==> config.mk <==
export PLATFORM = sky130hd
export DESIGN_NAME = mem_port_arbiter
export DESIGN_NICKNAME = d
export VERILOG_FILES = /design/src/rtl/mem_port_arbiter_pkg.sv /design/src/rtl/mem_arb_starve_ctr.sv /design/src/rtl/mem_port_arbiter.sv
export SDC_FILE = /design/constraint.sdc
export NUM_CORES = 1
export LEC_CHECK = 0
export ABC_CLOCK_PERIOD_IN_PS = 4500
export CAP_MARGIN = 15
export CORE_ASPECT_RATIO = 1.2
export CORE_UTILIZATION = 45
export CTS_CLUSTER_SIZE = 12
export DETAILED_ROUTE_END_ITERATION = 7
export PLACE_DENSITY = 0.85
export SYNTH_ARGS = -nofsm -noshare
export SYNTH_HDL_FRONTEND = slang
export SYNTH_SLANG_ARGS = --single-unit
==> constraint.sdc <==
create_clock -name clk -period 4.5 [get_ports clk]
set_input_delay 0.675 -clock clk [delete_from_list [all_inputs] [get_ports clk]]
set_output_delay 0.675 -clock clk [all_outputs]
set_load 0.005 [all_outputs]
==> src/rtl/mem_port_arbiter_pkg.sv <==
// Shared types and constants for the fetch/data memory port arbiter.
package mem_port_arbiter_pkg;

    typedef enum logic [1:0] {
        IDLE   = 2'd0,
        ACCESS = 2'd1,
        WAIT   = 2'd2,
        DONE   = 2'd3
    } state_t;

    typedef enum logic {
        GNT_IF = 1'b0,
        GNT_D  = 1'b1
    } gnt_t;

    typedef enum logic {
        OP_RD = 1'b0,
        OP_WR = 1'b1
    } op_t;

    // Wide enough for RD_LAT-1 with RD_LAT up to 7.
    localparam int LAT_CNT_W = 3;

endpackage

==> src/rtl/mem_arb_starve_ctr.sv <==
// Counts consecutive data grants taken while a fetch is waiting; forces a
// fetch grant once the count saturates.
module mem_arb_starve_ctr
    import mem_port_arbiter_pkg::*;
#(
    parameter int STARVE_MAX = 4
) (
    input  logic clk,
    input  logic nreset,
    input  logic clk_en,
    input  logic if_req,
    input  logic gnt_if,
    input  logic gnt_d,
    output logic force_if
);

    localparam int CNT_W = $clog2(STARVE_MAX + 1);
    localparam logic [CNT_W-1:0] CNT_MAX = CNT_W'(STARVE_MAX);

    logic [CNT_W-1:0] cnt;

    always_ff @(posedge clk or negedge nreset) begin
        if (!nreset) begin
            cnt <= '0;
        end else if (clk_en) begin
            if (gnt_if) begin
                cnt <= '0;
            end else if (gnt_d) begin
                // A data grant only counts against fetch if fetch was waiting.
                if (!if_req) begin
                    cnt <= '0;
                end else if (cnt != CNT_MAX) begin
                    cnt <= cnt + 1'b1;
                end
            end
        end
    end

    assign force_if = if_req && (cnt == CNT_MAX);

endmodule

==> src/rtl/mem_port_arbiter.sv <==
// Serialises CPU fetch and data accesses onto one single-ported memory,
// sequencing strobe and read latency and returning one-cycle valid pulses.
module mem_port_arbiter
    import mem_port_arbiter_pkg::*;
#(
    parameter int ADDR_W     = 32,
    parameter int DATA_W     = 32,
    parameter int RD_LAT     = 1,
    parameter int STARVE_MAX = 4
) (
    input  logic              clk,
    input  logic              nreset,
    input  logic              clk_en,
    input  logic              if_req,
    input  logic [ADDR_W-1:0] if_addr,
    output logic [DATA_W-1:0] if_rdata,
    output logic              if_valid,
    input  logic              d_rd,
    input  logic              d_wr,
    input  logic [ADDR_W-1:0] d_addr,
    input  logic [DATA_W-1:0] d_wdata,
    output logic [DATA_W-1:0] d_rdata,
    output logic              d_valid,
    output logic [ADDR_W-1:0] mem_addr,
    output logic [DATA_W-1:0] mem_wdata,
    output logic              mem_rd,
    output logic              mem_wr,
    input  logic [DATA_W-1:0] mem_rdata,
    output logic              busy,
    output logic              err
);

    localparam logic [LAT_CNT_W-1:0] LAT_LOAD = LAT_CNT_W'(RD_LAT - 1);

    state_t               state, state_nx;
    gnt_t                 gnt, gnt_nx;
    op_t                  op, op_nx;
    logic [LAT_CNT_W-1:0] lat_cnt, lat_cnt_nx;

    logic [DATA_W-1:0] if_rdata_nx, d_rdata_nx, mem_wdata_nx;
    logic [ADDR_W-1:0] mem_addr_nx;
    logic              if_valid_nx, d_valid_nx, mem_rd_nx, mem_wr_nx;
    logic              busy_nx, err_nx;

    logic d_req, pick_if, force_if;
    logic gnt_if_evt, gnt_d_evt;

    assign d_req   = d_rd | d_wr;
    assign pick_if = if_req & (~d_req | force_if);

    mem_arb_starve_ctr #(
        .STARVE_MAX (STARVE_MAX)
    ) u_starve_ctr (
        .clk      (clk),
        .nreset   (nreset),
        .clk_en   (clk_en),
        .if_req   (if_req),
        .gnt_if   (gnt_if_evt),
        .gnt_d    (gnt_d_evt),
        .force_if (force_if)
    );

    always_comb begin
        state_nx     = state;
        gnt_nx       = gnt;
        op_nx        = op;
        lat_cnt_nx   = lat_cnt;
        if_rdata_nx  = if_rdata;
        d_rdata_nx   = d_rdata;
        mem_addr_nx  = mem_addr;
        mem_wdata_nx = mem_wdata;
        err_nx       = err;
        if_valid_nx  = 1'b0;
        d_valid_nx   = 1'b0;
        mem_rd_nx    = 1'b0;
        mem_wr_nx    = 1'b0;
        gnt_if_evt   = 1'b0;
        gnt_d_evt    = 1'b0;

        unique case (state)
            IDLE: begin
                if (d_rd && d_wr) begin
                    err_nx = 1'b1;
                end
                if (pick_if) begin
                    gnt_nx      = GNT_IF;
                    op_nx       = OP_RD;
                    mem_addr_nx = if_addr;
                    mem_rd_nx   = 1'b1;
                    gnt_if_evt  = 1'b1;
                    state_nx    = ACCESS;
                end else if (d_req) begin
                    // Conflicting rd+wr resolves to a write.
                    gnt_nx       = GNT_D;
                    op_nx        = d_wr ? OP_WR : OP_RD;
                    mem_addr_nx  = d_addr;
                    mem_wdata_nx = d_wdata;
                    mem_rd_nx    = ~d_wr;
                    mem_wr_nx    = d_wr;
                    gnt_d_evt    = 1'b1;
                    state_nx     = ACCESS;
                end
            end
            ACCESS: begin
                if (op == OP_WR) begin
                    d_valid_nx = (gnt == GNT_D);
                    if_valid_nx = (gnt == GNT_IF);
                    state_nx   = DONE;
                end else begin
                    lat_cnt_nx = LAT_LOAD;
                    state_nx   = WAIT;
                end
            end
            WAIT: begin
                if (lat_cnt == '0) begin
                    if (gnt == GNT_IF) begin
                        if_rdata_nx = mem_rdata;
                        if_valid_nx = 1'b1;
                    end else begin
                        d_rdata_nx = mem_rdata;
                        d_valid_nx = 1'b1;
                    end
                    state_nx = DONE;
                end else begin
                    lat_cnt_nx = lat_cnt - 1'b1;
                end
            end
            DONE: begin
                // Requests are not sampled here; requesters drop them on valid.
                state_nx = IDLE;
            end
            default: begin
                state_nx = IDLE;
            end
        endcase

        busy_nx = (state_nx != IDLE);
    end

    always_ff @(posedge clk or negedge nreset) begin
        if (!nreset) begin
            state     <= IDLE;
            gnt       <= GNT_IF;
            op        <= OP_RD;
            lat_cnt   <= '0;
            if_rdata  <= '0;
            if_valid  <= 1'b0;
            d_rdata   <= '0;
            d_valid   <= 1'b0;
            mem_addr  <= '0;
            mem_wdata <= '0;
            mem_rd    <= 1'b0;
            mem_wr    <= 1'b0;
            busy      <= 1'b0;
            err       <= 1'b0;
        end else if (clk_en) begin
            state     <= state_nx;
            gnt       <= gnt_nx;
            op        <= op_nx;
            lat_cnt   <= lat_cnt_nx;
            if_rdata  <= if_rdata_nx;
            if_valid  <= if_valid_nx;
            d_rdata   <= d_rdata_nx;
            d_valid   <= d_valid_nx;
            mem_addr  <= mem_addr_nx;
            mem_wdata <= mem_wdata_nx;
            mem_rd    <= mem_rd_nx;
            mem_wr    <= mem_wr_nx;
            busy      <= busy_nx;
            err       <= err_nx;
        end
    end

endmodule

==> flow_summary.json, run 1 <==
{
  "arrival_ns": 3.05,
  "slowest_stage": "clkdlybuf4s50_1",
  "synth-seq-cells": 144,
  "synth.avg_cell_area_um2": 13.0,
  "clk_latency_ns": 0.41,
  "postCtsSetupBuffers": 0,
  "drt_iter0_markers": 199,
  "swShare": 0.292,
  "setup_tns_ns": 0,
  "grt_max_degree": 110,
  "core_mm2": 0.0132,
  "cts.sinks": 144,
  "crit_type": "primary input to flop",
  "clk_pin_slew_worst_paths_ns": 0.07,
  "p_sw_uw": 1870,
  "wl_per_cell_um": 17.3,
  "port_buffers": 267,
  "detailed_place_hpwl_um": 11300,
  "design_area_mm2": 0.00942,
  "crit_family": "buffers and inverters",
  "finClkSkew_ns": 0.0127,
  "rsz0062_at_grt": "no",
  "std_cell_rows": 46,
  "post-place-ws_ns": 1.35,
  "die_h_um": 129,
  "drt_wl_total_um": 15800,
  "ir_worst_vdd_mv": 0.370,
  "first_pass_iters": 5,
  "cts_tree": "done",
  "htree_levels": 4,
  "cts_hold_buffers": 0,
  "yosysSeqAreaShare": 0.595,
  "layout.nets": 874,
  "grt_overflow": 0,
  "hold_viol_final": 0,
  "p_clk_frac": 0.218,
  "crit_fanout": 22,
  "setup_viol": 0,
  "crit_path_end_kind": "flop",
  "worstMarginPinSlew_ns": 1.13,
  "synth_cell_types": 37,
  "fin_ws_ns": 1.74,
  "post_cts_resized": 0,
  "clock.fmax_mhz": 363,
  "place_inst": 879,
  "comb_power_share": 0.423,
  "hold_class": "primary input to async pin",
  "drc_errors": 0,
  "diodes": 0,
  "syn-num-nets": 607,
  "area_delta_synth_final_pct": 55.6,
  "grt_util_all_layers": 0.233,
  "drive_gt1_frac": 0.187,
  "grt_pass1_wl_um": 25000,
  "p_int_uw": 4550,
  "die-area_mm2": 0.0139,
  "fin_util": 0.715,
  "fin_cells": 913,
  "critPathBufInv": 2,
  "cap_violations": 0,
  "crit_chain": "clkdlybuf4s50_1, o2bb2ai_4, a21oi_4, o21a_2, buf_4, mux2_4",
  "netlist_area_mm2": 0.00605,
  "relSlewSlack": 0.246,
  "numCtsBuffers": 17,
  "crit_path_max_incr_delay_ns": 0.68,
  "antenna_found_initial": 0,
  "grt_pass1_vias": 4970,
  "start_util": 0.459,
  "p_per_area_mw_per_mm2": 682,
  "ant_nets": 0,
  "worst_setup_path_start_kind": "primary input",
  "vias": 4667,
  "dpl_cell_area_mm2": 0.00878,
  "die_width_um": 108,
  "status": "finished clean",
  "cts.path.max_buffers": 2,
  "ios": 268,
  "clock-root-buffer": "clkbuf_16",
  "period_share": 0.612,
  "synth_cells": 465,
  "seqPwrFrac": 0.359,
  "period_minus_slack_ns": 2.76,
  "avgViaCountPerCell": 5.11,
  "gp_congestion": 0.768,
  "p_leak_uw": 0.00407,
  "cp_data_required_time_ns": 4.80,
  "slew_violations": 0,
  "yosysWarnings": 0
}
## per-stage QoR
| step | hold WS (ns) | power, uW |
|---|---|---|
| final | 0.402 | 6420 |
| after global routing | 0.474 | 6800 |
| after CTS | 0.432 | 6460 |
| after detailed placement | 0.466 | 5030 |
| after global placement | 0.469 | 4890 |
| after floorplan | 0.379 | 3430 |
## cell usage after synthesis (all sizes together)
library cell | instances | area [um2]
a2111oi | 1 | 8.76
nor3 | 2 | 10.0
a22o | 3 | 26.3
nand4 | 1 | 6.26
o22ai | 1 | 6.26
o21a | 1 | 7.51
a21oi | 69 | 357
nor3b | 2 | 15.0
a221oi | 1 | 8.76
nand3b | 1 | 7.51
a41o | 1 | 10.0
mux2 | 96 | 1190
o21ai | 5 | 25.0
nand2 | 43 | 164
a21o | 3 | 22.5
o2bb2ai | 4 | 53.8
o221ai | 1 | 8.76
clkbuf | 3 | 11.3
and2 | 1 | 6.26
nor2 | 34 | 130
inv | 10 | 37.5
nand3 | 2 | 10.0
or2 | 1 | 6.26
dfrtp | 144 | 3600
buf | 22 | 185
nor2b | 4 | 25.0
a32o | 1 | 10.0
ha | 8 | 100
## placed cells by master, fill, tap and decap left out, drive strengths merged, types with 3 or more instances in the layout
master / n
nor2: 34
nand2: 43
a21o: 3
nor2b: 4
a21oi: 69
clkbuf: 18
o21ai: 5
ha: 8
a22o: 3
mux2: 96
buf: 7
clkinvlp: 4
o2bb2ai: 4
clkdlybuf4s50: 266
inv: 16
dfrtp: 144
## sequential cells by signal (all words and copies together), names as in the netlist, 2 cells and up
register / flops
state: 2
mem_wdata: 32
lat_cnt: 3
u_starve_ctr.cnt: 3
d_rdata: 32
mem_addr: 32
if_rdata: 32
## logic make-up (layout without fill, tap and decap cells)
group                      count (synthesis)  after routing  synth area share
buffers and inverters                     35            315            0.0387
AOI/OAI and AO/OA                         91             91            0.0899
muxes                                     96             96             0.197
DFF                                      144            144             0.595
adders and majority gates                  8              8            0.0165
and+or+nand+nor                           91             91            0.0629
## layer usage
metal | global-route usage | vias to the layer above | share of wire | routed length (um)
li1 | - | 2146 | - | -
met1 | 0.259 | 2322 | 0.37 | 5890
met2 | 0.428 | 172 | 0.54 | 8610
met3 | 0.0624 | 27 | 0.063 | 991
met4 | 0.0782 | 0 | 0.021 | 336
met5 | 0 | - | 0 | 0
## area by class of cell
cell class | instances | area [um2]
flip-flops and latches | 144 | 3600
well taps | 168 | 210
clock buffers | 18 | 429
inverters | 10 | 37.5
multi-input cells | 286 | 2220
clock inverters | 14 | 155
repair buffers | 273 | 2760
fillers | 886 | 3760
## path summary, 6_finish.rpt
check,from,endpoint,slack (ns),cells after the start
setup / recovery,d_wr,mem_wdata[11],1.74,6
hold / removal,nreset,mem_wdata[2],0.40,1
setup reg to reg,state[0],mem_wdata[11],1.93,7
hold reg to reg,err,err,0.48,1
max in group asynchronous,nreset,mem_addr[15],3.04,2
min in group clk,err,err,0.48,1
## power by group through the flow
stage / combinational, uW / sequential (uW) / clock (uW)
4_1_cts: 2730 / 2310 / 1430
2_1_floorplan: 1100 / 2320 / 0
6_report: 2710 / 2310 / 1400
5_1_grt: 2940 / 2380 / 1480
3_5_place_dp: 2720 / 2320 / 0
3_3_place_gp: 2620 / 2280 / 0
(Power assumes the default switching activity.)
==> run 2, diff against run 1 <==
- ABC_CLOCK_PERIOD_IN_PS: 4500 -> 2260
- CORE_UTILIZATION: 45 -> 38
- PLACE_DENSITY: 0.85 -> 0.77
- clock period: 4.5 -> 2.26 ns (I/O delays scaled with it)
==> flow_summary.json, run 2 (synthesis gave the netlist of run 1 again) <==
{
  "cp_data_required_time_ns": 2.55,
  "ir_worst_vdd_mv": 0.585,
  "numCtsBuffers": 17,
  "gp_congestion": 0.819,
  "cts.sinks": 144,
  "fillers": 1215,
  "die_h_um": 140,
  "cts.path.max_buffers": 2,
  "clk_latency_ns": 0.42,
  "worstMarginPinSlew_ns": 0.438,
  "first_pass_iters": 6,
  "clock.fmax_mhz": 510,
  "relSlewSlack": 0.708,
  "crit_fanout": 10,
  "hold_class": "primary input to async pin",
  "arrival_ns": 2.26,
  "die_width_um": 117,
  "clock-root-buffer": "clkbuf_16",
  "ios": 268,
  "drt_iter0_markers": 149,
  "grt_max_degree": 57,
  "met3_length_um": 1380,
  "r2r-end": "mem_wdata[27]",
  "finClkSkew_ns": 0.00831,
  "grt_pass1_wl_um": 24700,
  "cap_violations": 0,
  "start_util": 0.389,
  "crit_type": "flop to flop",
  "p_per_area_mw_per_mm2": 1350,
  "grt_util_all_layers": 0.199,
  "worst_setup_path_start_kind": "flop",
  "port_buffers": 267,
  "dr_wl_met2_um": 7860,
  "core_mm2": 0.0156,
  "drt_wl_total_um": 15700,
  "htree_levels": 4,
  "grt_pass1_vias": 5052,
  "clk_pin_slew_worst_paths_ns": 0.06,
  "setup_viol": 0,
  "power_uw": 13000,
  "cts_tree": "done",
  "reg2regPathDepth": 7,
  "wl_met1_um": 5790,
  "drc_errors": 0,
  "antenna_found_initial": 0,
  "mostFrequentLayoutCell": "clkdlybuf4s50_1",
  "r2r_start": "state[0]",
  "hold_viol_final": 0,
  "p_leak_uw": 0.00416,
  "rsz0062_at_grt": "no",
  "crit_path_end_kind": "flop",
  "mostFrequentLayoutCells": "clkdlybuf4s50_1 (266), dfrtp_1 (144), a21oi_1 (68), mux2_2 (66), nand2_1 (42)",
  "period_minus_slack_ns": 1.96,
  "setup_tns_ns": 0,
  "drive_gt1_frac": 0.197,
  "slew_violations": 0,
  "die-area_mm2": 0.0164,
  "post_cts_resized": 0,
  "wl_per_cell_um": 16.3,
  "detailed_place_hpwl_um": 11400,
  "std_cell_rows": 50,
  "layout.nets": 884,
  "avgViaCountPerCell": 4.85,
  "r2r_setup_slack_ns": 0.30,
  "status": "finished clean",
  "ant_nets": 0,
  "highest_layer": "met4",
  "grt_overflow": 0,
  "endpoint": "mem_wdata[27]",
  "cp-startpoint": "state[0]",
  "diodes": 0,
  "vias": 4666,
  "area_delta_synth_final_pct": 59.0,
  "period_share": 0.868
}
==> run 2: cell count changes in the layout (fill, tap and decap cells not counted) <==
cell	change
clkbuf_8	+2
buf_4	+5
clkinv_2	-1
inv_6	-3
bufinv_16	+1
clkinvlp_4	-3
nor2_2	+1
dlygate4sd3_1	+1
nor2_4	-1
inv_8	+1
buf_12	+6
clkbuf_1	-1
buf_16	-2
clkinv_4	+4
==> run 2: worst max-delay path, cell delays in order (launching register included) <==
cell and delay (ns):
dfrtp_1 0.42, inv_1 0.13, ha_1 0.22, nand2_2 0.13, a21oi_4 0.18, o21a_2 0.20, buf_4 0.24, mux2_4 0.32
==> run 2: final cells by class <==
| type | instances | area, um2 | share of cell area |
|---|---|---|---|
| clock buffers | 19 | 453 | 0.0471 |
| clock inverters | 13 | 178 | 0.0185 |
| inverters | 10 | 37.5 | 0.00390 |
| multi-input cells | 286 | 2220 | 0.231 |
| flip-flops and latches | 144 | 3600 | 0.375 |
| well taps | 208 | 260 | 0.0270 |
| repair buffers | 283 | 2870 | 0.298 |
==> run 2: worst min path at each step <==
| stage | startpoint | end | slack (ns) |
|---|---|---|---|
| finish | nreset | if_rdata[26] | 0.42 |
| floorplan | nreset | busy | 0.04 |
| CTS | nreset | if_rdata[26] | 0.42 |
| global route | d_addr[22] | mem_addr[22] | 0.46 |
| detailed placement | nreset | if_rdata[26] | 0.30 |
| global placement | nreset | mem_wdata[7] | 0.30 |
==> run 2: metal layers <==
| layer | vias to the layer above | track usage |
|---|---|---|
| met3 | 43 | 0.0749 |
| met1 | 2235 | 0.211 |
| li1 | 2166 | - |
| met5 | - | 0 |
| met2 | 222 | 0.335 |
| met4 | 0 | 0.111 |
==> run 2: timing repair <==
item | CTS | global route
buffers inserted | 0 | 0
hold buffers | 1 | 0
endpoints found under the hold margin | 44 | 0
setup endpoints to repair | 0 | 0
==> run 2: metrics by stage <==
stage / hold slack (ns) / utilization / setup WS (ns) / instances / area (um2)
after global routing: 0.464 / 0.618 / 0.178 / 963 / 9620
final: 0.418 / 0.618 / 0.298 / 963 / 9620
after CTS: 0.419 / 0.618 / 0.293 / 963 / 9620
after detailed placement: 0.302 / 0.577 / 0.206 / 930 / 8980
after global placement: 0.298 / 0.577 / 0.228 / 930 / 8980
after floorplan: 0.0434 / - / 0.463 / 465 / 6050
==> run 2: where the power goes <==
| group | switching, uW | internal, uW |
|---|---|---|
| Combinational | 1840 | 3590 |
| Clock | 1120 | 1820 |
| Sequential | 731 | 3850 |
